==> src/rtl/apb_slave_regfile.sv <==
// APB completer with NUM_REGS RW registers, one RO status word, byte strobes,
// programmable wait states and pslverr; register contents drive peripheral logic.
module apb_slave_regfile #(
  parameter int unsigned      ADDR_W      = 32,
  parameter int unsigned      DATA_W      = 32,
  parameter int unsigned      NUM_REGS    = 8,
  parameter int unsigned      WAIT_STATES = 1,
  parameter logic [DATA_W-1:0] RESET_VAL  = '0
) (
  input  logic                         s_apb_pclk_i,
  input  logic                         s_apb_preset_i,
  input  logic [ADDR_W-1:0]            s_apb_paddr_i,
  input  logic                         s_apb_psel_i,
  input  logic                         s_apb_penable_i,
  input  logic                         s_apb_pwrite_i,
  input  logic [DATA_W-1:0]            s_apb_pwdata_i,
  input  logic [DATA_W/8-1:0]          s_apb_pstrb_i,
  output logic                         s_apb_pready_o,
  output logic [DATA_W-1:0]            s_apb_prdata_o,
  output logic                         s_apb_pslverr_o,
  output logic [NUM_REGS*DATA_W-1:0]   regs_o,
  output logic [NUM_REGS-1:0]          wr_pulse_o,
  input  logic [DATA_W-1:0]            status_i
);

  localparam int unsigned STRB_W = DATA_W / 8;
  localparam int unsigned IDX_W  = ADDR_W - 2;
  localparam int unsigned CNT_W  = 4;

  localparam logic [1:0] ST_IDLE = 2'd0;
  localparam logic [1:0] ST_WAIT = 2'd1;
  localparam logic [1:0] ST_RESP = 2'd2;

  logic [1:0]        state_q, state_d;
  logic [CNT_W-1:0]  cnt_q, cnt_d;
  logic [IDX_W-1:0]  idx_q, idx_d;
  logic              write_q, write_d;
  logic [DATA_W-1:0] wdata_q, wdata_d;
  logic [STRB_W-1:0] strb_q, strb_d;
  logic [DATA_W-1:0] status_q, status_d;
  logic              err_q, err_d;
  logic              pready_q, pready_d;
  logic [DATA_W-1:0] prdata_q, prdata_d;
  logic              pslverr_q, pslverr_d;
  logic [NUM_REGS-1:0] wr_pulse_q, wr_pulse_d;
  logic [DATA_W-1:0] regs_q [NUM_REGS];
  logic [DATA_W-1:0] regs_d [NUM_REGS];

  logic              setup_c;
  logic [IDX_W-1:0]  setup_idx_c;
  logic              setup_err_c;
  logic [IDX_W-1:0]  sel_idx_c;
  logic [DATA_W-1:0] sel_status_c;
  logic [DATA_W-1:0] rdval_c;

  assign setup_c     = s_apb_psel_i & ~s_apb_penable_i;
  assign setup_idx_c = s_apb_paddr_i[ADDR_W-1:2];
  assign setup_err_c = (s_apb_paddr_i[1:0] != 2'b00)
                     || (setup_idx_c > IDX_W'(NUM_REGS))
                     || ((setup_idx_c == IDX_W'(NUM_REGS)) && s_apb_pwrite_i);

  // With zero wait states the response is formed straight from the setup phase.
  assign sel_idx_c    = (state_q == ST_IDLE) ? setup_idx_c : idx_q;
  assign sel_status_c = (state_q == ST_IDLE) ? status_i : status_q;

  always_comb begin
    rdval_c = '0;
    if (sel_idx_c == IDX_W'(NUM_REGS)) rdval_c = sel_status_c;
    for (int unsigned k = 0; k < NUM_REGS; k++) begin
      if (sel_idx_c == IDX_W'(k)) rdval_c = regs_q[k];
    end
  end

  always_comb begin
    state_d    = state_q;
    cnt_d      = cnt_q;
    idx_d      = idx_q;
    write_d    = write_q;
    wdata_d    = wdata_q;
    strb_d     = strb_q;
    status_d   = status_q;
    err_d      = err_q;
    pready_d   = 1'b0;
    prdata_d   = '0;
    pslverr_d  = 1'b0;
    wr_pulse_d = '0;
    for (int unsigned k = 0; k < NUM_REGS; k++) regs_d[k] = regs_q[k];

    case (state_q)
      ST_IDLE: begin
        if (setup_c) begin
          idx_d    = setup_idx_c;
          write_d  = s_apb_pwrite_i;
          wdata_d  = s_apb_pwdata_i;
          strb_d   = s_apb_pstrb_i;
          status_d = status_i;
          err_d    = setup_err_c;
          if (WAIT_STATES == 0) begin
            state_d   = ST_RESP;
            pready_d  = 1'b1;
            pslverr_d = setup_err_c;
            prdata_d  = (setup_err_c || s_apb_pwrite_i) ? '0 : rdval_c;
          end else begin
            state_d = ST_WAIT;
            cnt_d   = CNT_W'(WAIT_STATES);
          end
        end
      end
      ST_WAIT: begin
        if (!s_apb_psel_i) begin
          state_d = ST_IDLE;
        end else if (cnt_q == CNT_W'(1)) begin
          state_d   = ST_RESP;
          pready_d  = 1'b1;
          pslverr_d = err_q;
          prdata_d  = (err_q || write_q) ? '0 : rdval_c;
        end else begin
          cnt_d = cnt_q - CNT_W'(1);
        end
      end
      ST_RESP: begin
        state_d = ST_IDLE;
        // Commit only if the master is still in the access phase of a legal write.
        if (s_apb_psel_i && s_apb_penable_i && write_q && !err_q) begin
          for (int unsigned k = 0; k < NUM_REGS; k++) begin
            if (idx_q == IDX_W'(k)) begin
              wr_pulse_d[k] = 1'b1;
              for (int unsigned b = 0; b < STRB_W; b++) begin
                if (strb_q[b]) regs_d[k][b*8 +: 8] = wdata_q[b*8 +: 8];
              end
            end
          end
        end
      end
      default: state_d = ST_IDLE;
    endcase
  end

  always_ff @(posedge s_apb_pclk_i) begin
    if (s_apb_preset_i) begin
      state_q    <= ST_IDLE;
      cnt_q      <= '0;
      idx_q      <= '0;
      write_q    <= 1'b0;
      wdata_q    <= '0;
      strb_q     <= '0;
      status_q   <= '0;
      err_q      <= 1'b0;
      pready_q   <= 1'b0;
      prdata_q   <= '0;
      pslverr_q  <= 1'b0;
      wr_pulse_q <= '0;
      for (int unsigned k = 0; k < NUM_REGS; k++) regs_q[k] <= RESET_VAL;
    end else begin
      state_q    <= state_d;
      cnt_q      <= cnt_d;
      idx_q      <= idx_d;
      write_q    <= write_d;
      wdata_q    <= wdata_d;
      strb_q     <= strb_d;
      status_q   <= status_d;
      err_q      <= err_d;
      pready_q   <= pready_d;
      prdata_q   <= prdata_d;
      pslverr_q  <= pslverr_d;
      wr_pulse_q <= wr_pulse_d;
      for (int unsigned k = 0; k < NUM_REGS; k++) regs_q[k] <= regs_d[k];
    end
  end

  assign s_apb_pready_o  = pready_q;
  assign s_apb_prdata_o  = prdata_q;
  assign s_apb_pslverr_o = pslverr_q;
  assign wr_pulse_o      = wr_pulse_q;

  for (genvar g = 0; g < NUM_REGS; g++) begin : g_regs
    assign regs_o[g*DATA_W +: DATA_W] = regs_q[g];
  end

endmodule

==> config.mk <==
export PLATFORM = sky130hd
export DESIGN_NAME = apb_slave_regfile
export DESIGN_NICKNAME = d
export VERILOG_FILES = /design/src/rtl/apb_slave_regfile.sv
export SDC_FILE = /design/constraint.sdc
export NUM_CORES = 1
export LEC_CHECK = 0
export ABC_AREA = 1
export BUFFER_PORTS_ARGS = -buffer_cell sky130_fd_sc_hd__buf_2
export CORE_MARGIN = 4
export CORE_UTILIZATION = 30
export DETAILED_ROUTE_END_ITERATION = 8
export GPL_ROUTABILITY_DRIVEN = 0
export SETUP_SLACK_MARGIN = 0.3
export SLEW_MARGIN = 30
export SYNTH_ARGS = -nofsm -noshare
export SYNTH_HDL_FRONTEND = slang
export SYNTH_SLANG_ARGS = --single-unit
export TNS_END_PERCENT = 20
==> constraint.sdc <==
create_clock -name s_apb_pclk_i -period 5.75 [get_ports s_apb_pclk_i]
set_clock_uncertainty 0.15 [all_clocks]
set_input_delay 1.15 -clock s_apb_pclk_i [delete_from_list [all_inputs] [get_ports s_apb_pclk_i]]
set_output_delay 1.15 -clock s_apb_pclk_i [all_outputs]
set_load 0.01 [all_outputs]
==> flow_metrics.env <==
export IMPL_drt_initial_drc_count=1362
export IMPL_layout_cells_non_filler=3499
export IMPL_num_rows=87
export IMPL_floorplan_core_area_sq_mm=0.0568
export IMPL_async_reset_ff_share_pct=0
export IMPL_max_cap_viol_count=0
export IMPL_finalWirelength_microns=74400
export IMPL_synth_yosys_warnings=0
export IMPL_final_core_util_pct=37.6
export IMPL_p_per_area_mw_per_mm2=298
export IMPL_critical_path_required_ps=6110
export IMPL_mostFrequentLayoutCell="sky130_fd_sc_hd__o21ai_0"
export IMPL_ys_ff_latch=404
export IMPL_cts_hold_repair_buffers=0
export IMPL_finalCriticalPeriod_ps=3540
export IMPL_rsz_0062_raised_after_global_routing="false"
export IMPL_path_max_fanout=34
export IMPL_post_synth_cell_area_avg_sq_um=7.28
export IMPL_final_cell_mix="sky130_fd_sc_hd__o21ai_0, sky130_fd_sc_hd__dfxtp_1, sky130_fd_sc_hd__buf_2, sky130_fd_sc_hd__nand2_1, sky130_fd_sc_hd__a21oi_1"
export IMPL_cts_tree="yes"
export IMPL_route_antenna_remaining_nets=0
export IMPL_io_pin_count=403
export IMPL_drt_drc=0
export IMPL_wire_per_inst_microns=21.3
export IMPL_h_tree_depth=2
export IMPL_synthTopCellsByArea="sky130_fd_sc_hd__dfxtp_1, sky130_fd_sc_hd__o21ai_0, sky130_fd_sc_hd__a21oi_1, sky130_fd_sc_hd__nand2_1, sky130_fd_sc_hd__inv_1"
export IMPL_syn_nets=2489
export IMPL_dieWidth_microns=248
export IMPL_filler_cell_count=6079
export IMPL_drt_pre_antenna_iters=5
export IMPL_port_buffer_count=402
export IMPL_area_delta_synth_final_pct=23.2
export IMPL_via_count=17500
export IMPL_relSlewSlack_pct=31.0
export IMPL_numPlacedInstances=3411
export IMPL_clk_latency_ps=570
export IMPL_initial_core_util_pct=30.5
export IMPL_final_design_area_no_fill_sq_mm=0.0214
export IMPL_final_net_count=2811
export IMPL_drt_vias_per_instance=4.99
export IMPL_max_clock_path_buffers=3
export IMPL_dp_final_hpwl_microns=55100
export IMPL_largest_net_degree_at_the_start_of_global_routing=220
export IMPL_cts_num_sinks=404
export IMPL_placedInstanceArea_sq_mm=0.0197
export IMPL_timing_worst_setup_path_type="input pin to register"
export IMPL_cts_repair_timing_setup_buffer_count=0
export IMPL_finalWorstSetupSlack_ps=2210
export IMPL_netlist_area_sq_mm=0.0173
export IMPL_clkSlewWorstSetupHoldPaths_ps=60
export IMPL_crit_path_end_kind="register"
export IMPL_grt_first_pass_wirelength_microns=109000
export IMPL_worst_pin_slew_ps=1040
export IMPL_p_total_mw=6.37
export IMPL_die_height_microns=248
export IMPL_grt_antenna_before_repair=4
export IMPL_timing_hold_ws_ps=316
export IMPL_yosysTopAreaCell="sky130_fd_sc_hd__dfxtp_1"
export IMPL_drive_gt1_share_pct=21.3
export IMPL_grt_util_all_layers_pct=22.9
export IMPL_final_setup_viol_count=0
export IMPL_via_count_of_the_first_global_routing_pass=16400
export IMPL_post_cts_resize_count=0
export IMPL_p_leak_nw=9.67
export IMPL_place_ws_ps=1580
export IMPL_worst_setup_path_start_kind="input pin"
export IMPL_synth_seq_area_share_pct=46.6
export IMPL_edff_count_synth=0
export IMPL_dominantRegCellSynth="sky130_fd_sc_hd__dfxtp_1"
export IMPL_final_period_utilization_pct=61.6
export IMPL_ir_worst_vdd_mv=0.168
export IMPL_design_die_area_sq_mm=0.0617
export IMPL_synthesis_instances=2382
export IMPL_tritoncts_num_buffers=47
export IMPL_drv_slew=0
export IMPL_cts_root_buf="sky130_fd_sc_hd__clkbuf_16"
export IMPL_critical_path_arrival_ps=3910
export IMPL_finalSetupTns_ps=0
export IMPL_final_hold_viol_count=0
export IMPL_yosysTopAreaCellShare_pct=46.6
export IMPL_hp_class="register to register"
export IMPL_ys_types=42
export IMPL_grt_remaining_overflow=0
export IMPL_outcome="finished clean"
export IMPL_fmax_mhz=282
[power breakdown]
part	internal (mW)	switching (mW)	leakage, nW
Clock	1.91	1.26	0.809
Combinational	0.0867	0.250	5.60
Sequential	2.85	0.0204	3.27
[metal layers]
layer	GRT usage, %	vias up	wire length (microns)
met5	0	-	34
met4	7.28	4	2220
met3	5.55	110	5450
met2	39.6	580	36200
met1	28.3	8191	30500
li1	-	8574	-
[kinds of logic after synthesis]
logic type	share of synthesized area, %
compound gates	23.4
fa+ha+maj	0.144
buf+inv	10.1
flops	46.6
simple gates	19.8
[synthesized netlist by cell type, types with 3 or more instances]
cell / n
sky130_fd_sc_hd__nor4_1: 3
sky130_fd_sc_hd__nor3_1: 17
sky130_fd_sc_hd__buf_6: 3
sky130_fd_sc_hd__nand4_1: 63
sky130_fd_sc_hd__o21ai_0: 444
sky130_fd_sc_hd__inv_2: 34
sky130_fd_sc_hd__nor3_2: 8
sky130_fd_sc_hd__a31oi_1: 3
sky130_fd_sc_hd__nor2_2: 6
sky130_fd_sc_hd__buf_4: 36
sky130_fd_sc_hd__nand2_4: 3
sky130_fd_sc_hd__nand2_1: 378
sky130_fd_sc_hd__nor2_4: 5
sky130_fd_sc_hd__dfxtp_1: 404
sky130_fd_sc_hd__o21ai_1: 9
sky130_fd_sc_hd__a21oi_1: 329
sky130_fd_sc_hd__nand3_2: 3
sky130_fd_sc_hd__nand2_2: 7
sky130_fd_sc_hd__or2_1: 3
sky130_fd_sc_hd__o221ai_1: 6
sky130_fd_sc_hd__inv_1: 223
sky130_fd_sc_hd__nor2_1: 180
sky130_fd_sc_hd__buf_2: 24
sky130_fd_sc_hd__nand3_1: 71
sky130_fd_sc_hd__or2_2: 7
sky130_fd_sc_hd__clkbuf_1: 81
sky130_fd_sc_hd__clkinv_1: 10
[critical path: stages]
cell and delay (ps):
sky130_fd_sc_hd__buf_2 100, sky130_fd_sc_hd__nor2_1 90, sky130_fd_sc_hd__nand2_1 100, sky130_fd_sc_hd__o21ai_2 260
sky130_fd_sc_hd__nand3_2 220, sky130_fd_sc_hd__inv_2 430, sky130_fd_sc_hd__nand3_2 690, sky130_fd_sc_hd__nand2_1 260
sky130_fd_sc_hd__inv_1 80, sky130_fd_sc_hd__nand2_1 70, sky130_fd_sc_hd__nand2_1 40, sky130_fd_sc_hd__nand2_1 50
sky130_fd_sc_hd__nand2_1 50, sky130_fd_sc_hd__nand2_1 110, sky130_fd_sc_hd__nand2_1 70, sky130_fd_sc_hd__a21oi_1 120
[registers in the layout (all words and copies together), names as in the netlist, 2 cells and up]
signal,cells
regs_q,256
cnt_q,4
strb_q,4
wdata_q,32
s_apb_prdata_o,32
state_q,2
status_q,32
wr_pulse_o,8
idx_q,30
[cell type report]
class                      count  area [sq um]  area share (%)
sequential                   404          8090            37.9
clock inverter                21           239            1.12
tap                          756           946            4.43
antenna                        2          5.00          0.0234
multi-input combinational   1564          7530            35.2
timing repair buffer         419          2150            10.1
clock buffer                  65          1390            6.49
inverter                     268          1020            4.76
[path summary, 6_finish.rpt]
check / start / to / slack, ps / cells past startpoint
worst min-delay path: status_q[21] / status_q[21] / 320 / 2
worst max-delay path: s_apb_paddr_i[6] / s_apb_prdata_o[7] / 2210 / 16
worst max register to register: state_q[0] / s_apb_prdata_o[7] / 2470 / 16
worst min register to register: status_q[21] / status_q[21] / 320 / 2
Power figures use the tool's default switching activity.
